`src/rtl/mc_control_seq.sv`:
```
// -----------------------------------------------------------------------------
// mc_control_seq
//
// Multicycle control sequencer for a MIPS-subset datapath. A Moore machine
// whose outputs come only from the registered state and the latched
// cause/op/md_sel registers. It provides:
//   - instruction fetch with a configurable memory latency (MEM_LAT),
//   - a start/done handshake to the mult/div unit, with a timeout,
//   - an exception path: EPC save, then a vector fetch from memory.
//
// Mult/div handshake: md_start is a one-cycle pulse issued from MD_START,
// with md_sel held stable for the whole wait. The unit answers with a
// one-cycle md_done pulse. md_done only counts while in MD_WAIT. If md_done
// has not arrived by the last allowed MD_WAIT cycle, the timeout exception
// is taken. md_done in that same cycle still wins.
//
// Ports:
//   clk, reset_in         clock (rising edge), asynchronous active-high reset
//   opcode, funct         IR[31:26], IR[5:0]
//   alu_overflow          ALU signed overflow (combinational)
//   div_zero              B register == 0
//   md_done               mult/div result valid (1-cycle pulse)
//   reset_out             datapath register reset
//   *_w                   datapath register write enables
//   Mux_*                 datapath mux selects
//   ALUOp                 0 pass, 1 ADD, 2 SUB, 3 AND, 4 SLT
//   md_start, md_sel      mult/div start pulse, 0 MULT / 1 DIV
//   state_dbg             current state encoding
// -----------------------------------------------------------------------------
module mc_control_seq #(
  parameter int MEM_LAT    = 2,
  parameter int MD_TIMEOUT = 40,
  parameter int CNT_W      = 6
) (
  input  logic       clk,
  input  logic       reset_in,
  input  logic [5:0] opcode,
  input  logic [5:0] funct,
  input  logic       alu_overflow,
  input  logic       div_zero,
  input  logic       md_done,
  output logic       reset_out,
  output logic       PC_w,
  output logic       IR_w,
  output logic       MEM_w,
  output logic       A_reg_w,
  output logic       B_reg_w,
  output logic       ALUOut_w,
  output logic       Banco_reg_w,
  output logic       EPC_w,
  output logic       HI_reg_w,
  output logic       LO_reg_w,
  output logic [1:0] Mux_PC,
  output logic [1:0] Mux_MEM,
  output logic [1:0] Mux_ALUSrcA,
  output logic [1:0] Mux_ALUSrcB,
  output logic [1:0] Mux_W_RB,
  output logic [2:0] Mux_W_DT,
  output logic [1:0] Mux_EXC,
  output logic [3:0] ALUOp,
  output logic       md_start,
  output logic       md_sel,
  output logic [4:0] state_dbg
);

  typedef enum logic [4:0] {
    S_RESET      = 5'd0,
    S_FETCH      = 5'd1,
    S_FETCH_WAIT = 5'd2,
    S_DECODE     = 5'd3,
    S_EXEC_R     = 5'd4,
    S_EXEC_I     = 5'd5,
    S_WB_R       = 5'd6,
    S_WB_I       = 5'd7,
    S_WB_HL      = 5'd8,
    S_JUMP       = 5'd9,
    S_MD_CHECK   = 5'd10,
    S_MD_START   = 5'd11,
    S_MD_WAIT    = 5'd12,
    S_MD_WB      = 5'd13,
    S_EXC        = 5'd14,
    S_EXC_WAIT   = 5'd15
  } state_t;

  // Instruction class latched at DECODE so later states do not depend on IR.
  typedef enum logic [3:0] {
    OP_NONE  = 4'd0,
    OP_ADD   = 4'd1,
    OP_SUB   = 4'd2,
    OP_AND   = 4'd3,
    OP_SLT   = 4'd4,
    OP_ADDI  = 4'd5,
    OP_ADDIU = 4'd6,
    OP_SLTI  = 4'd7,
    OP_MFHI  = 4'd8,
    OP_MFLO  = 4'd9,
    OP_J     = 4'd10,
    OP_JR    = 4'd11
  } op_t;

  localparam logic [3:0] ALU_PASS = 4'd0;
  localparam logic [3:0] ALU_ADD  = 4'd1;
  localparam logic [3:0] ALU_SUB  = 4'd2;
  localparam logic [3:0] ALU_AND  = 4'd3;
  localparam logic [3:0] ALU_SLT  = 4'd4;

  localparam logic [1:0] CAUSE_OPC = 2'b00;
  localparam logic [1:0] CAUSE_OVF = 2'b01;
  localparam logic [1:0] CAUSE_DV0 = 2'b10;
  localparam logic [1:0] CAUSE_TMO = 2'b11;

  localparam logic [CNT_W-1:0] MEM_LAST = CNT_W'(MEM_LAT - 1);
  localparam logic [CNT_W-1:0] MD_LAST  = CNT_W'(MD_TIMEOUT - 1);

  state_t           state_q, state_d;
  op_t              op_q, op_d;
  logic [CNT_W-1:0] cnt_q, cnt_d;
  logic [1:0]       cause_q, cause_d;
  logic             md_sel_q, md_sel_d;

  // Counter restarts on every state change, so in any state it reads the
  // number of cycles already spent there.
  assign cnt_d = (state_d != state_q) ? '0 : cnt_q + CNT_W'(1);

  always_ff @(posedge clk or posedge reset_in) begin
    if (reset_in) begin
      state_q  <= S_RESET;
      op_q     <= OP_NONE;
      cnt_q    <= '0;
      cause_q  <= 2'b00;
      md_sel_q <= 1'b0;
    end else begin
      state_q  <= state_d;
      op_q     <= op_d;
      cnt_q    <= cnt_d;
      cause_q  <= cause_d;
      md_sel_q <= md_sel_d;
    end
  end

  assign state_dbg = state_q;

  always_comb begin
    state_d     = state_q;
    op_d        = op_q;
    cause_d     = cause_q;
    md_sel_d    = md_sel_q;
    reset_out   = 1'b0;
    PC_w        = 1'b0;
    IR_w        = 1'b0;
    MEM_w       = 1'b0;
    A_reg_w     = 1'b0;
    B_reg_w     = 1'b0;
    ALUOut_w    = 1'b0;
    Banco_reg_w = 1'b0;
    EPC_w       = 1'b0;
    HI_reg_w    = 1'b0;
    LO_reg_w    = 1'b0;
    Mux_PC      = 2'b00;
    Mux_MEM     = 2'b00;
    Mux_ALUSrcA = 2'b00;
    Mux_ALUSrcB = 2'b00;
    Mux_W_RB    = 2'b00;
    Mux_W_DT    = 3'b000;
    Mux_EXC     = 2'b00;
    ALUOp       = ALU_PASS;
    md_start    = 1'b0;
    md_sel      = 1'b0;

    case (state_q)
      S_RESET: begin
        reset_out = 1'b1;
        state_d   = S_FETCH;
      end

      S_FETCH: begin
        Mux_ALUSrcB = 2'b01;
        ALUOp       = ALU_ADD;
        state_d     = S_FETCH_WAIT;
      end

      // Address and PC+4 selects are held until memory data is valid.
      S_FETCH_WAIT: begin
        Mux_ALUSrcB = 2'b01;
        ALUOp       = ALU_ADD;
        if (cnt_q == MEM_LAST) begin
          IR_w    = 1'b1;
          PC_w    = 1'b1;
          state_d = S_DECODE;
        end
      end

      S_DECODE: begin
        A_reg_w = 1'b1;
        B_reg_w = 1'b1;
        state_d = S_EXC;
        cause_d = CAUSE_OPC;
        case (opcode)
          6'h00: begin
            case (funct)
              6'h20: begin state_d = S_EXEC_R;   op_d = OP_ADD;  end
              6'h22: begin state_d = S_EXEC_R;   op_d = OP_SUB;  end
              6'h24: begin state_d = S_EXEC_R;   op_d = OP_AND;  end
              6'h2A: begin state_d = S_EXEC_R;   op_d = OP_SLT;  end
              6'h10: begin state_d = S_WB_HL;    op_d = OP_MFHI; end
              6'h12: begin state_d = S_WB_HL;    op_d = OP_MFLO; end
              6'h08: begin state_d = S_JUMP;     op_d = OP_JR;   end
              6'h18: begin state_d = S_MD_CHECK; md_sel_d = 1'b0; end
              6'h1A: begin state_d = S_MD_CHECK; md_sel_d = 1'b1; end
              default: ;
            endcase
          end
          6'h08: begin state_d = S_EXEC_I; op_d = OP_ADDI;  end
          6'h09: begin state_d = S_EXEC_I; op_d = OP_ADDIU; end
          6'h0A: begin state_d = S_EXEC_I; op_d = OP_SLTI;  end
          6'h02: begin state_d = S_JUMP;   op_d = OP_J;     end
          default: ;
        endcase
      end

      S_EXEC_R: begin
        Mux_ALUSrcA = 2'b01;
        ALUOut_w    = 1'b1;
        case (op_q)
          OP_ADD:  ALUOp = ALU_ADD;
          OP_SUB:  ALUOp = ALU_SUB;
          OP_AND:  ALUOp = ALU_AND;
          OP_SLT:  ALUOp = ALU_SLT;
          default: ALUOp = ALU_PASS;
        endcase
        if (alu_overflow && (op_q == OP_ADD || op_q == OP_SUB)) begin
          state_d = S_EXC;
          cause_d = CAUSE_OVF;
        end else begin
          state_d = S_WB_R;
        end
      end

      // addiu and slti never trap, whatever the ALU flag says.
      S_EXEC_I: begin
        Mux_ALUSrcA = 2'b01;
        Mux_ALUSrcB = 2'b10;
        ALUOut_w    = 1'b1;
        ALUOp       = (op_q == OP_SLTI) ? ALU_SLT : ALU_ADD;
        if (alu_overflow && op_q == OP_ADDI) begin
          state_d = S_EXC;
          cause_d = CAUSE_OVF;
        end else begin
          state_d = S_WB_I;
        end
      end

      S_WB_R: begin
        Banco_reg_w = 1'b1;
        Mux_W_RB    = 2'b01;
        state_d     = S_FETCH;
      end

      S_WB_I: begin
        Banco_reg_w = 1'b1;
        state_d     = S_FETCH;
      end

      S_WB_HL: begin
        Banco_reg_w = 1'b1;
        Mux_W_RB    = 2'b01;
        Mux_W_DT    = (op_q == OP_MFLO) ? 3'b100 : 3'b011;
        state_d     = S_FETCH;
      end

      S_JUMP: begin
        PC_w    = 1'b1;
        Mux_PC  = (op_q == OP_JR) ? 2'b10 : 2'b01;
        state_d = S_FETCH;
      end

      S_MD_CHECK: begin
        if (md_sel_q && div_zero) begin
          state_d = S_EXC;
          cause_d = CAUSE_DV0;
        end else begin
          state_d = S_MD_START;
        end
      end

      S_MD_START: begin
        md_start = 1'b1;
        md_sel   = md_sel_q;
        state_d  = S_MD_WAIT;
      end

      S_MD_WAIT: begin
        md_sel = md_sel_q;
        if (md_done) begin
          state_d = S_MD_WB;
        end else if (cnt_q == MD_LAST) begin
          state_d = S_EXC;
          cause_d = CAUSE_TMO;
        end
      end

      S_MD_WB: begin
        HI_reg_w = 1'b1;
        LO_reg_w = 1'b1;
        state_d  = S_FETCH;
      end

      // EPC = PC - 4 while the vector address goes out to memory.
      S_EXC: begin
        EPC_w       = 1'b1;
        Mux_ALUSrcB = 2'b01;
        ALUOp       = ALU_SUB;
        Mux_MEM     = 2'b01;
        Mux_EXC     = cause_q;
        state_d     = S_EXC_WAIT;
      end

      S_EXC_WAIT: begin
        Mux_MEM = 2'b01;
        Mux_EXC = cause_q;
        if (cnt_q == MEM_LAST) begin
          PC_w    = 1'b1;
          Mux_PC  = 2'b11;
          state_d = S_FETCH;
        end
      end

      default: state_d = S_RESET;
    endcase
  end

endmodule

```
`config.mk`:
```
export PLATFORM = sky130hd
export DESIGN_NAME = mc_control_seq
export DESIGN_NICKNAME = d
export VERILOG_FILES = /design/src/rtl/mc_control_seq.sv
export SDC_FILE = /design/constraint.sdc
export NUM_CORES = 1
export LEC_CHECK = 0
export CELL_PAD_IN_SITES_DETAIL_PLACEMENT = 0
export CELL_PAD_IN_SITES_GLOBAL_PLACEMENT = 2
export CORE_ASPECT_RATIO = 1.25
export CORE_UTILIZATION = 26
export DETAILED_ROUTE_END_ITERATION = 10
export GPL_TIMING_DRIVEN = 0
export PLACE_DENSITY = 0.82
export SLEW_MARGIN = 20
export SYNTH_ARGS = -nofsm -noshare
export SYNTH_HDL_FRONTEND = slang
export SYNTH_SLANG_ARGS = --single-unit
```
`constraint.sdc`:
```
create_clock -name clk -period 2.8 [get_ports clk]
set_input_delay 0.56 -clock clk [delete_from_list [all_inputs] [get_ports clk]]
set_output_delay 0.56 -clock clk [all_outputs]
set_load 0.01 [all_outputs]
```
==> results of run 1 <==
[power by group through the flow]
stage               logic [W]  clock network, W  registers, W
floorplan            0.000456                 0      0.000343
global placement     0.000699                 0      0.000347
detailed placement   0.000699                 0      0.000347
CTS                  0.000732          0.000222      0.000344
global route         0.000855          0.000232      0.000354
finish               0.000788          0.000215      0.000347
[registers in the layout (all words and copies together) (netlist names)]
name / flops
op_q: 4
md_sel_q: 1
cause_q: 2
state_dbg: 5
cnt_q: 6
[metal layers]
metal	GRT usage (%)	part of all wire [%]
met5	0	0
met4	6.45	2.2
met3	1.42	3.4
met2	30.2	51
met1	19.1	44
[cell type report]
type	instances	area, sq um	share of cell area, %
multi-input cells	193	1310	50.8
plain buffers	24	155	6.04
well taps	87	109	4.24
clock buffers	4	55.1	2.14
flip-flops and latches	18	454	17.7
inverters	10	45.0	1.75
repair buffers	45	445	17.3
[cell usage in the layout, fill, tap and decap left out, drive strengths merged, types with 4 or more instances in the layout]
cell / n
a21oi: 8
a31oi: 4
and3: 5
buf: 18
clkbuf: 12
clkdlybuf4s50: 37
conb: 6
dfrtp: 18
dlygate4sd2: 4
inv: 8
mux2: 5
nand2: 20
nand2b: 6
nand3: 8
nor2: 21
nor2b: 6
nor3: 14
nor3b: 4
nor4: 6
o21ai: 14
o31ai: 5
or3: 4
xnor2: 5
[metrics by stage]
| step | setup TNS (ns) | instances | worst slack [ns] |
|---|---|---|---|
| finish | 0 | 381 | 0.0848 |
| global route | -0.0114 | 381 | -0.00958 |
| CTS | -0.0274 | 381 | -0.0269 |
| detailed placement | -3.09 | 376 | -0.325 |
| global placement | -2.77 | 376 | -0.278 |
| floorplan | 0 | 246 | 0.322 |
[worst max-delay path, cell delays in order, from the launching register on]
cell	delay (ns)
dfrtp_2	0.45
buf_2	0.22
nor3_2	0.25
nand2_1	0.10
a31oi_1	0.21
buf_4	0.14
clkdlybuf4s50_1	0.52
[worst max path at each step]
stage / startpoint / endpoint / slack, ns / depth (start not counted)
after detailed placement: funct[4] / cnt_q[4]$_DFF_PP0_ / -0.33 / 7
final: state_dbg[4]$_DFF_PP0_ / Mux_W_DT[1] / 0.08 / 6
after floorplan: funct[5] / cnt_q[2]$_DFF_PP0_ / 0.32 / 7
after global routing: state_dbg[4]$_DFF_PP0_ / Mux_W_DT[1] / -0.01 / 6
after CTS: state_dbg[2]$_DFF_PP0_ / PC_w / -0.03 / 6
after global placement: funct[4] / cnt_q[4]$_DFF_PP0_ / -0.28 / 7
[repair_timing]
item,CTS,global route
resized for setup,25,16
pin swaps,3,3
buffers inserted,1,1
endpoints found under the setup margin,23,17
hold endpoints to repair,0,0
[cells by family after synthesis]
family / after synthesis
buffers and inverters: 35
adders and majority gates: 2
AOI/OAI and AO/OA: 55
DFF: 18
muxes: 7
other: 1
and+or+nand+nor: 115
xor gates and xnor gates: 8
==> flow_metrics.env, run 1 <==
export IMPL_cts_buffers=3
export IMPL_place_area_sq_um=2400
export IMPL_hp_class="register to register"
export IMPL_numPortBuffers=43
export IMPL_numClockSinks=18
export IMPL_yosys_area_top_type="dfrtp_1"
export IMPL_timing_rr_end="cnt_q[3]$_DFF_PP0_"
export IMPL_r2r_slack_ns=0.52
export IMPL_drc=0
export IMPL_syn_inst=241
export IMPL_grt_pass1_wl_mm=9.46
export IMPL_vias=1974
export IMPL_ctsLongestPathBuffers=2
export IMPL_die_w_um=77.2
export IMPL_synth_xor_area_share_pct=4.22
export IMPL_ys_top_cells_by_area="dfrtp_1 (25%), nor2_1 (4.3%), nand2_1 (4.1%)"
export IMPL_synth_edf_count=0
export IMPL_max_cap_viol_count=0
export IMPL_routed_wl_mm=5.84
export IMPL_power_leakage_nw=1.05
export IMPL_synth_ff_type="dfrtp_1"
export IMPL_worstPathMaxFanout=10
export IMPL_worstSetupEndpointType="output port"
export IMPL_antenna_found_initial=0
export IMPL_swShare_pct=42.9
export IMPL_synth_top_family_by_area="simple AND/OR/NAND/NOR gates"
export IMPL_net_switching_power_w=0.000578
export IMPL_drt_iter0_markers=80
export IMPL_fin_nets=314
export IMPL_worstMarginPinSlew_ns=0.728
export IMPL_grt_usage_pct=16.2
export IMPL_peakVddDrop_mv=0.189
export IMPL_grt_max_degree=19
export IMPL_htree_levels=1
export IMPL_synth_top_area_share_pct=24.5
export IMPL_fin_area_sq_um=2570
export IMPL_dr_pass1_iters=4
export IMPL_min_from="cause_q[1]$_DFFE_PP0P_"
export IMPL_via_per_inst=5.18
export IMPL_drtAntennaViolNets=0
export IMPL_start_util_pct=27.5
export IMPL_yosysSeqAreaShare_pct=24.5
export IMPL_io_pins=54
export IMPL_seqPwrFrac_pct=25.7
export IMPL_cts_tree="built"
export IMPL_p_int_w=0.000771
export IMPL_fillers=737
export IMPL_yosysMostFrequentCell="nor2_1"
export IMPL_crit_arrival_ns=2.16
export IMPL_core_sq_um=6690
export IMPL_yosys_area_share_simple_pct=35.1
export IMPL_period_needed_ns=2.72
export IMPL_pwr_share_clk_pct=16.0
export IMPL_synth_compound_area_share_pct=21.0
export IMPL_die_y_um=96.0
export IMPL_area_growth_pct=39.8
export IMPL_worstRegToRegCells=6
export IMPL_power_w=0.00135
export IMPL_synthMuxAreaShare_pct=4.15
export IMPL_maxSlewHeadroom_pct=51.4
export IMPL_synth_cell_types=60
export IMPL_async_flop_share_pct=100
export IMPL_min_to="cause_q[1]$_DFFE_PP0P_"
export IMPL_power_per_cell_area_nw_per_um2=525
export IMPL_r2r_start="state_dbg[4]$_DFF_PP0_"
export IMPL_die_area_sq_um=7410
export IMPL_drive_gt1_share_pct=19.0
export IMPL_cts_hold_buf=0
export IMPL_ys_ff_latch=18
export IMPL_finalCoreUtilization_pct=38.4
export IMPL_fmax_ghz=0.368
export IMPL_final_hold_viol_count=0
export IMPL_p_comb_share_pct=58.4
export IMPL_setup_viol=0
export IMPL_period_share_pct=97.0
export IMPL_cts_root_buffer="clkbuf_8"
export IMPL_cp_start_kind="register"
export IMPL_critPathKind="register to output port"
export IMPL_synth_fa_ha_area_share_pct=1.36
export IMPL_rsz0062_at_grt="true"
export IMPL_rows=33
export IMPL_gp_congestion=0.819
export IMPL_cp_required_ns=2.24
export IMPL_grt_pass1_vias=1923
export IMPL_antenna_cells=0
export IMPL_min_path_cells=2
export IMPL_dp_hpwl_mm=4.58
export IMPL_wire_per_inst_um=15.3
export IMPL_clkTransAtPathRegs_ns=0.07
export IMPL_ys_warn_count=0
export IMPL_hold_ws_ns=0.473
export IMPL_slew_viol_final=0
export IMPL_synth_area_sq_um=1840
export IMPL_clk_latency_ns=0.26
export IMPL_avgSynthCellArea_sq_um=7.63
export IMPL_fin_skew_ns=0.00236
export IMPL_synthTopCellsByCount="nor2_1 (21), nand2_1 (20), dfrtp_1 (18), nor3_1 (14)"
export IMPL_grt_overflow_total=0
export IMPL_status="completed"
(Power assumes the default switching activity.)
==> inputs of run 2 (changes only) <==
- CORE_MARGIN: not set -> 5
- GPL_ROUTABILITY_DRIVEN: not set -> 0
==> run 2 against run 1 <==
Net effect: via count is 2.2% lower; sequential power barely moved; non-clock buffer count increased by 4; core utilization decreased by 0.40 points; total power increased by 2.5%; critical path type is now primary input to register; largest cell class unchanged; largest power group unchanged; highest routed layer unchanged.
==> flow_metrics.env, run 2 (same netlist as run 1, synthesis figures left out) <==
export IMPL_crit_arrival_ns=2.86
export IMPL_maxSlewHeadroom_pct=47.0
export IMPL_critPathKind="primary input to register"
export IMPL_dp_hpwl_mm=4.69
export IMPL_period_share_pct=96.4
export IMPL_cp_required_ns=2.96
export IMPL_vias=1930
export IMPL_power_w=0.00138
export IMPL_htree_levels=1
export IMPL_top_register="cnt_q"
export IMPL_grt_max_degree=19
export IMPL_multi_input_area_sq_um=1340
export IMPL_r2r_start="state_dbg[2]$_DFF_PP0_"
export IMPL_setup_ws_ns=0.102
export IMPL_antenna_found_initial=0
export IMPL_fillers=753
export IMPL_io_pins=54
export IMPL_drt_iter0_markers=72
export IMPL_use_met3_pct=1.35
export IMPL_drive_gt1_share_pct=21.1
export IMPL_finalCoreUtilization_pct=38.0
export IMPL_cp_cell_sequence="clkdlybuf4s50_1, buf_6, or3b_4, a21oi_2, o21ai_2, a2111o_2, xnor2_4, nor4_2"
export IMPL_numClockSinks=18
export IMPL_grt_busiest_layer="met2"
export IMPL_peakVddDrop_mv=0.186
export IMPL_cts_root_buffer="clkbuf_8"
export IMPL_setup_viol=0
export IMPL_max_cap_viol_count=0
export IMPL_via_per_inst=4.97
export IMPL_numPortBuffers=43
export IMPL_grtUsageMet1_pct=16.9
export IMPL_final_cell_mix="clkdlybuf4s50_1 (38), nor2_1 (21), nand2_1 (20)"
export IMPL_rows=34
export IMPL_grt_pass1_wl_mm=9.58
export IMPL_r2r_slack_ns=0.38
export IMPL_period_needed_ns=2.70
export IMPL_start_util_pct=26.5
export IMPL_clkTransAtPathRegs_ns=0.07
export IMPL_place_area_sq_um=2400
export IMPL_timing_rr_end="cnt_q[4]$_DFF_PP0_"
export IMPL_drtAntennaViolNets=0
export IMPL_layout_cells_most_common="clkdlybuf4s50_1"
export IMPL_ctsLongestPathBuffers=2
export IMPL_setup_tns_ns=0
export IMPL_die_y_um=104
export IMPL_fin_nets=318
export IMPL_fin_skew_ns=0.00407
export IMPL_gr_usage_met2_pct=22.8
export IMPL_largest_register_ffs=6
export IMPL_cts_buffers=3
export IMPL_cts_tree="built"
export IMPL_hp_class="register to register"
export IMPL_seq_area_sq_um=454
export IMPL_fmax_ghz=0.371
export IMPL_clk_latency_ns=0.25
export IMPL_die_w_um=85.2
export IMPL_min_path_cells=2
export IMPL_worstSetupEndpointType="register"
export IMPL_post_place_ws_ns=-0.336
export IMPL_drc=0
export IMPL_core_sq_um=6930
export IMPL_crit_path_start="funct[3]"
export IMPL_routed_wl_mm=5.89
export IMPL_status="completed"
export IMPL_grt_usage_pct=13.2
export IMPL_worstRegToRegCells=9
export IMPL_power_per_cell_area_nw_per_um2=525
export IMPL_dr_pass1_iters=4
export IMPL_worstMarginPinSlew_ns=0.790
export IMPL_cpPeakStageDelay_ns=0.54
export IMPL_slowest_stage="a2111o_2"
export IMPL_area_growth_pct=43.4
export IMPL_die_area_sq_um=8860
export IMPL_cp_endpoint="cnt_q[4]$_DFF_PP0_"
export IMPL_grt_pass1_vias=1885
export IMPL_slew_viol_final=0
export IMPL_fin_area_sq_um=2640
export IMPL_wire_per_inst_um=15.2
export IMPL_cts_hold_buf=0
export IMPL_cp_start_kind="primary input"
export IMPL_worstPathMaxFanout=10
export IMPL_final_hold_viol_count=0
export IMPL_grt_overflow_total=0
export IMPL_power_leakage_nw=1.06
export IMPL_antenna_cells=0
run 2: what timing repair did:
action                                  in CTS  in global routing
endpoints found under the hold margin        0                  0
pin swaps                                    2                  5
endpoints found under the setup margin      23                 22
gates resized for setup                     22                 28
setup buffers                                0                  5
run 2: per-layer routing:
| layer | vias up | share of wire [%] |
|---|---|---|
| met5 | - | 0 |
| met4 | 0 | 1.6 |
| met3 | 4 | 3.8 |
| met2 | 45 | 52 |
| met1 | 905 | 43 |
| li1 | 976 | - |
run 2: worst min path at each step:
stage	slack (ns)	startpoint	endpoint
6_report	0.47	cause_q[0]$_DFFE_PP0P_	cause_q[0]$_DFFE_PP0P_
5_1_grt	0.52	cause_q[1]$_DFFE_PP0P_	cause_q[1]$_DFFE_PP0P_
4_1_cts	0.48	cause_q[0]$_DFFE_PP0P_	cause_q[0]$_DFFE_PP0P_
3_5_place_dp	0.46	cause_q[0]$_DFFE_PP0P_	cause_q[0]$_DFFE_PP0P_
3_3_place_gp	0.46	cause_q[0]$_DFFE_PP0P_	cause_q[0]$_DFFE_PP0P_
2_1_floorplan	0.44	cause_q[0]$_DFFE_PP0P_	cause_q[0]$_DFFE_PP0P_
run 2: area by class of cell:
type                            count  area share, %
Multi-Input combinational cell    193           50.7
Timing Repair Buffer               48           17.7
Sequential cell                    18           17.2
Buffer                             25           6.31
Tap cell                           90           4.27
Clock buffer                        4           2.09
Inverter                           10           1.71
run 2: power by group:
group / internal (W) / switching (W) / leakage [nW]
logic: 0.000370 / 0.000458 / 0.786
registers: 0.000301 / 0.0000423 / 0.240
clock network: 0.000125 / 0.0000875 / 0.0288
total: 0.000796 / 0.000587 / 1.06
run 2: critical path, delay by kind of cell:
kind | cells | cell delay [ns]
compound gates | 3 | 0.80
simple gates | 2 | 0.66
xor+xnor | 1 | 0.21
buf+inv | 2 | 0.62
run 2: metrics by stage:
stage,std cells,hold slack (ns)
final,388,0.474
after floorplan,246,0.440
after detailed placement,379,0.463
after global placement,379,0.458
after CTS,383,0.480
after global routing,388,0.518
